--- config.mk ---
export PLATFORM = sky130hd
export DESIGN_NAME = mem_port_arbiter
export DESIGN_NICKNAME = d
export VERILOG_FILES = /design/src/rtl/mem_arb_pkg.sv /design/src/rtl/rr_pick_2.sv /design/src/rtl/mem_port_arbiter.sv
export SDC_FILE = /design/constraint.sdc
export NUM_CORES = 1
export LEC_CHECK = 0
export CELL_PAD_IN_SITES_DETAIL_PLACEMENT = 1
export CELL_PAD_IN_SITES_GLOBAL_PLACEMENT = 1
export CORE_MARGIN = 2
export CORE_UTILIZATION = 29
export DETAILED_ROUTE_END_ITERATION = 10
export PLACE_DENSITY = 0.89
export SYNTH_ARGS = -nofsm -noshare
export SYNTH_HDL_FRONTEND = slang
export SYNTH_SLANG_ARGS = --single-unit
--- constraint.sdc ---
create_clock -name clk -period 2.49 [get_ports clk]
set_input_delay 0.3735 -clock clk [delete_from_list [all_inputs] [get_ports clk]]
set_output_delay 0.3735 -clock clk [all_outputs]
set_load 0.01 [all_outputs]
--- src/rtl/mem_arb_pkg.sv ---
`default_nettype none
// ============================================================================
// Module   : mem_arb_pkg
// Brief    : Shared state encoding, latency default and counter width for
//            the two-requester memory port arbiter.
// Revision : 1.0 - initial release
// ============================================================================
package mem_arb_pkg;

    localparam int         c_LATENCY_DEF = 2;
    localparam int         c_CNT_W       = 4;

    localparam logic [1:0] c_ST_IDLE     = 2'd0;
    localparam logic [1:0] c_ST_ACCESS   = 2'd1;
    localparam logic [1:0] c_ST_RESP     = 2'd2;

endpackage
`default_nettype wire

--- src/rtl/rr_pick_2.sv ---
`default_nettype none
// ============================================================================
// Module   : rr_pick_2
// Brief    : Two-way round-robin pick; on a conflict the side not granted
//            last time wins, otherwise the single active requester wins.
// Revision : 1.0 - initial release
// ============================================================================
module rr_pick_2 (
    input  logic req0,
    input  logic req1,
    input  logic last_gnt,
    output logic gnt_sel
);

    always_comb begin
        gnt_sel = req1;
        if (req0 && req1) begin
            gnt_sel = ~last_gnt;
        end
    end

endmodule
`default_nettype wire

--- src/rtl/mem_port_arbiter.sv ---
`default_nettype none
// ============================================================================
// Module   : mem_port_arbiter
// Brief    : Arbitrates an instruction-fetch port and a data port onto one
//            fixed-latency memory port; all outputs are registered.
// Revision : 1.0 - initial release
// ============================================================================
module mem_port_arbiter
    import mem_arb_pkg::*;
#(
    parameter int LATENCY = c_LATENCY_DEF
) (
    input  logic        clk,
    input  logic        rst,
    input  logic        req0,
    input  logic [31:0] addr0,
    input  logic        req1,
    input  logic [31:0] addr1,
    input  logic        we1,
    input  logic [31:0] wdata1,
    input  logic [31:0] mem_rdata,
    output logic        mem_en,
    output logic        mem_we,
    output logic        mem_sel,
    output logic [31:0] mem_addr,
    output logic [31:0] mem_wdata,
    output logic        ack0,
    output logic        ack1,
    output logic [31:0] rdata,
    output logic        busy
);

    localparam logic [c_CNT_W-1:0] c_CNT_LOAD = c_CNT_W'(LATENCY - 1);
    localparam logic [c_CNT_W-1:0] c_CNT_ONE  = c_CNT_W'(1);

    logic [1:0]         r_state;
    logic [c_CNT_W-1:0] r_cnt;
    logic               r_last_gnt;
    logic               w_gnt_sel;
    logic               w_any_req;

    assign w_any_req = req0 | req1;

    rr_pick_2 u_rr_pick_2 (
        .req0     (req0),
        .req1     (req1),
        .last_gnt (r_last_gnt),
        .gnt_sel  (w_gnt_sel)
    );

    // mem_sel/mem_addr/mem_wdata double as the grant registers and hold
    // their value after the access; mem_we is only meaningful with mem_en.
    always_ff @(posedge clk) begin
        if (rst) begin
            r_state    <= c_ST_IDLE;
            r_cnt      <= '0;
            r_last_gnt <= 1'b1;
            mem_en     <= 1'b0;
            mem_we     <= 1'b0;
            mem_sel    <= 1'b0;
            mem_addr   <= 32'h0;
            mem_wdata  <= 32'h0;
            ack0       <= 1'b0;
            ack1       <= 1'b0;
            rdata      <= 32'h0;
            busy       <= 1'b0;
        end else begin
            case (r_state)
                c_ST_IDLE: begin
                    if (w_any_req) begin
                        r_state    <= c_ST_ACCESS;
                        r_cnt      <= c_CNT_LOAD;
                        r_last_gnt <= w_gnt_sel;
                        mem_sel    <= w_gnt_sel;
                        mem_addr   <= w_gnt_sel ? addr1 : addr0;
                        mem_we     <= w_gnt_sel & we1;
                        mem_wdata  <= wdata1;
                        mem_en     <= 1'b1;
                        busy       <= 1'b1;
                    end
                end
                c_ST_ACCESS: begin
                    if (r_cnt == '0) begin
                        r_state <= c_ST_RESP;
                        rdata   <= mem_rdata;
                        mem_en  <= 1'b0;
                        mem_we  <= 1'b0;
                        ack0    <= ~mem_sel;
                        ack1    <= mem_sel;
                    end else begin
                        r_cnt <= r_cnt - c_CNT_ONE;
                    end
                end
                c_ST_RESP: begin
                    r_state <= c_ST_IDLE;
                    ack0    <= 1'b0;
                    ack1    <= 1'b0;
                    busy    <= 1'b0;
                end
                default: begin
                    r_state <= c_ST_IDLE;
                end
            endcase
        end
    end

endmodule
`default_nettype wire
==> Word-level counts from Yosys, hierarchy flattened <==
Index checks and enable logic that the tools add are counted.
{ "op_classes": {"add_sub_neg": 1, "eq_ne": 5, "mux": 18, "bitwise": 4, "n_reduce_logical": 13} }
{ "op_table": {"columns": ["op", "n"], "rows": [
  ["2-to-1 mux 32 bit", 1],
  ["one-hot mux 1 bit (2 select lines)", 5],
  ["AND reduction 2 bit", 5],
  ["2-to-1 mux 4 bit", 2],
  ["one-hot mux 4 bit (2 select lines)", 1],
  ["2-to-1 mux 1 bit", 6],
  ["inequality test 2 bit (second input constant)", 3],
  ["AND reduction 3 bit", 2],
  ["nonzero test 2 bit", 3],
  ["zero test 4 bit", 1],
  ["2-to-1 mux 2 bit", 2],
  ["one-hot mux 2 bit (2 select lines)", 1],
  ["subtractor 4 x 1 -> 4 bit (second input constant)", 1],
  ["== test 2 x 1 -> 1 bit (second input constant)", 1],
  ["== test 2 bit (second input constant)", 1],
  ["zero test 2 bit", 1],
  ["inverter 1 bit", 2],
  ["AND 1 bit", 1],
  ["logical AND 1 bit", 1],
  ["OR 1 bit", 1]
]} }
{ "totals": {"ff_bits": 109, "in_bits": 133, "out_inout_bits": 102, "wordCells": 53} }

==> Depth between registers and ports, before layout <==
{ "logic_depth": {"word_depth": 5, "mapped_depth": 7, "depth_no_buf": 6} }

==> Modules after synthesis <==
A second synthesis with hierarchy kept.
{ "unflattened": {"hier_cells": 490, "area_unflattened_um2": 4217.8} }
{ "by_module_without_submodules": {"columns": ["mod", "n_inst", "cells_each", "area_per_inst_um2", "seq_area_each_um2"], "rows": [
  ["mem_port_arbiter", 1, 489, 4206.5, 2182.1],
  ["rr_pick_2", 1, 1, 11.3, 0.0]
]} }

==> Worst setup path after synthesis <==
No wires, ideal clock.
{ "synth_path": {"kind": "flip-flop to flip-flop", "start": "register r_cnt[0]", "end": "register rdata[10]", "setup_time_ps": 70, "arrival_ps": 1353, "t_required_ps": 2420, "path_slack_ps": 1068, "stages_incl_launch_ff": 8, "n_path_buf": 1, "period_less_slack_ps": 1422, "cell_sequence": "dfxtp_1 > inv_1 > ha_1 > or3b_4 > nor2_8 > buf_6 > nand2_1 > a21oi_1"} }
{ "synth_via": {"elab_chain_cells": 2} }
{ "synth_rtl": {"columns": ["item", "line_no", "text"], "rows": [
  ["start, declared", "mem_port_arbiter.sv:37", "logic [c_CNT_W-1:0] r_cnt;"],
  ["start signal, assigned", "mem_port_arbiter.sv:72", "r_cnt <= c_CNT_LOAD;"],
  ["start signal, assigned", "mem_port_arbiter.sv:91", "r_cnt <= r_cnt - c_CNT_ONE;"],
  ["zero test 4 bit", "mem_port_arbiter.sv:83", "if (r_cnt == '0) begin"],
  ["AND reduction 2 bit (no line)", null, null],
  ["end signal, assigned", "mem_port_arbiter.sv:85", "rdata <= mem_rdata;"],
  ["end, declared", "mem_port_arbiter.sv:29", "output logic [31:0] rdata,"]
]} }
Every way passes these cells.
A chain may end at the register's enable or synchronous reset.

==> Final worst setup path <==
{ "layout_path": {"start": "register r_cnt[0]", "end": "register mem_en"} }
{ "layout_via": {"elab_chain_cells": 3} }
{ "layout_rtl": {"columns": ["item", "line_no", "text"], "rows": [
  ["zero test 4 bit", "mem_port_arbiter.sv:83", null],
  ["inequality test 2 bit (no line)", null, null],
  ["AND reduction 3 bit (no line)", null, null],
  ["end signal, assigned", "mem_port_arbiter.sv:58", "mem_en <= 1'b0;"],
  ["end signal, assigned", "mem_port_arbiter.sv:78", "mem_en <= 1'b1;"],
  ["end signal, assigned", "mem_port_arbiter.sv:86", "mem_en <= 1'b0;"],
  ["end, declared", "mem_port_arbiter.sv:22", "output logic mem_en,"]
]} }
Every way passes these cells.

==> results.cfg <==
[outcome]
status = finished clean

[worst_setup_path]
crit_path_end = mem_en$_SDFFE_PP0P_
worst_ep_required_time_ns = 2.71
crit_fanout = 35
cp.depth = 6
critPathKind = flip-flop to flip-flop
path_buf_inv = 1
cp.arrival_ns = 2.10
startpoint_type = flip-flop
endpoint_kind = flip-flop
ff2ff_path_depth = 6
cp_top_family = simple AND/OR/NAND/NOR gates
worstReg2RegStart = r_cnt[0]$_SDFFE_PP0P_
crit_path_top_delay_cell = nand2_2
reg2reg_slack_ns = 0.61
cp-startpoint = r_cnt[0]$_SDFFE_PP0P_
r2r-end = mem_en$_SDFFE_PP0P_
worst_path_largest_cell_delay_ns = 0.48
path_cells = inv_1 > ha_1 > nor3b_2 > nand2_2 > a21oi_1 > nor2_1

[clocking]
cts_setup_buffers = 0
cts_tree = yes
clockBufferDepth = 2
cts_hold_buf = 0
cts_root_buf = clkbuf_16
clkTransAtPathRegs_ns = 0.08
cts.repair.resized = 0
clk_latency_ns = 0.35
cts_buffers = 9
clock-sinks = 109
htree_num_levels = 3

[flow_run]
drv_cap = 0

[synth]
syn-instance-count = 490
seq_area_frac_synth = 0.508
synth-simple-area-share = 0.180
synth.largest_area_cell = dfxtp_1
synthDominantCellAreaShare = 0.508
synth_top_family_by_area = simple AND/OR/NAND/NOR gates
synthXorXnorAreaFrac = 0
muxShareOfSynthArea = 0.0745
yosysWarnings = 0
yosys.area_share.adder = 0.00582
synth_ff_type = dfxtp_1
synth_most_common_cell = nand2_1
ys_ff_latch = 109
syn_nets = 625
synth_area_per_cell_um2 = 8.77
yosys-top-cells-area = dfxtp_1 (51%), nand2_1 (12%), a21oi_1 (8.5%)
synth_common_cells = nand2_1 (134), dfxtp_1 (109), a21oi_1 (73), nor2_1 (39), mux2i_1 (32)
synthesis.area_mm2 = 0.00430
synth_edf_count = 0
synth_compound_area_frac = 0.172
ys_async_sr_fraction = 0
yosysUniqueCellTypes = 32

[die]
die_x_um = 126
die_area_mm2 = 0.0158
chipHeight_um = 126
core_area_mm2 = 0.0145
ioPinCount = 235
initial_core_util = 0.297
num_rows = 44

[placed_design]
dp_cells = 878
place.gp.congestion = 0.797
io_buffers = 234
dpl.hpwl_um = 11000

[final_layout]
final_core_util = 0.487
seq_area_mm2 = 0.00218
syn_to_final_growth_pct = 64.0
fin_nets = 840
drive_gt1_frac = 0.0620
antenna_cells = 0
multiInputGateArea_mm2 = 0.00188
nFillCells = 1651
layout.cells.non_filler = 894

[global_routing]
grt_pass1_vias = 4668
top_usage_layer = met2
grt_pass1_wl_um = 23000
grt_max_degree = 58
antenna_found_initial = 0
grtUsageTotal = 0.179
overflow = 0
use_met1 = 0.184
use_met2 = 0.339
met3_usage = 0.0552

[power_and_ir_drop]
p_leak_nw = 2.59
ir_drop_uv = 287
p_per_area_mw_per_mm2 = 718

[sta]
slew_viol_final = 0
finClkSkew_ns = 0.00796
fin_setup_tns_ns = 0
fmax_mhz = 532
period_needed_ns = 1.88
worst_pin_slew_ns = 0.666
setup_viol = 0
slew_headroom = 0.555
finalCritPeriodShare = 0.754
finalHoldViolations = 0
rsz0062_at_grt = no

[route]
routed_wl_um = 14500
wire_per_inst_um = 16.2
dr.pass1.iters = 4
dr.first_iter.drc_count = 106
postRouteAntennaNets = 0
vias_per_cell = 4.77
vias = 4262
drc_errors = 0

[hold_path]
hold_path.class = flip-flop to flip-flop
==> cells by family (layout without fill, tap and decap cells) <==
group,Yosys count,count (layout)
simple gates,189,189
compound gates,117,117
mux,32,32
flops,109,109
fa+ha+maj,2,2
buf+inv,41,261
==> flip-flops by register name, summed over array words and instances (netlist names) <==
register / count
mem_we: 1
ack1: 1
r_state: 2
rdata: 32
mem_en: 1
busy: 1
ack0: 1
r_last_gnt: 1
mem_wdata: 32
mem_addr: 32
r_cnt: 4
mem_sel: 1
==> placed cells by master (no fill, tap or decap), types with 2 or more instances in the layout <==
cell / synthesis / routed
buf_4: 8 / 6
buf_12: 0 / 3
a21oi_1: 73 / 73
a31oi_1: 2 / 2
dfxtp_1: 109 / 109
inv_6: 0 / 3
a211oi_1: 22 / 22
ha_1: 2 / 2
o21ai_0: 3 / 3
nand3_1: 3 / 3
clkbuf_16: 0 / 9
nor2_1: 39 / 39
a22oi_1: 2 / 2
a211oi_2: 11 / 11
clkdlybuf4s50_1: 0 / 233
inv_1: 3 / 3
mux2i_1: 32 / 32
nor3_1: 3 / 3
nand2_1: 134 / 134
==> layer usage <==
metal | share of wire | up-vias
met4 | 0.022 | 0
li1 | - | 2071
met5 | 0 | -
met1 | 0.37 | 2012
met2 | 0.53 | 155
met3 | 0.078 | 24
==> worst min-delay path: stages, from the launching register on <==
cell and delay (ns):
dfxtp_1 0.31, nand2_1 0.05, a21oi_1 0.05
==> power breakdown <==
part           total, mW  internal [mW]  switching (mW)  leakage (nW)
registers           2.09           1.96           0.132         0.897
clock network       1.49          0.798           0.696         0.149
logic               1.48          0.771           0.706          1.54
==> cell type report <==
cell class / count / area share
Tap cell: 184 / 0.0327
Sequential cell: 109 / 0.310
Clock buffer: 9 / 0.0320
Timing Repair Buffer: 242 / 0.346
Inverter: 3 / 0.00160
Multi-Input combinational cell: 340 / 0.267
Clock inverter: 7 / 0.0114
==> worst min-delay path by stage <==
stage               depth (start not counted)  slack [ns]                  startpoint                         end
detailed placement                          2        0.45   mem_wdata[9]$_SDFFE_PP0P_   mem_wdata[9]$_SDFFE_PP0P_
global placement                            2        0.44  mem_wdata[16]$_SDFFE_PP0P_  mem_wdata[16]$_SDFFE_PP0P_
CTS                                         2        0.46   mem_wdata[9]$_SDFFE_PP0P_   mem_wdata[9]$_SDFFE_PP0P_
global route                                2        0.48       rdata[9]$_SDFFE_PP0P_       rdata[9]$_SDFFE_PP0P_
floorplan                                   2        0.44     r_last_gnt$_SDFFE_PP1P_     r_last_gnt$_SDFFE_PP1P_
finish                                      2        0.46   mem_wdata[9]$_SDFFE_PP0P_   mem_wdata[9]$_SDFFE_PP0P_
==> per-stage QoR <==
stage | hold WS (ns) | setup slack, ns | instance area [µm²] | power (mW)
finish | 0.457 | 0.611 | 7050 | 5.06
global route | 0.480 | 0.403 | 7050 | 5.33
CTS | 0.460 | 0.567 | 7050 | 5.13
detailed placement | 0.449 | 0.479 | 6740 | 3.62
global placement | 0.442 | 0.565 | 6740 | 3.55
floorplan | 0.438 | 1.07 | 4300 | 2.85
Power figures use the tool's default switching activity.
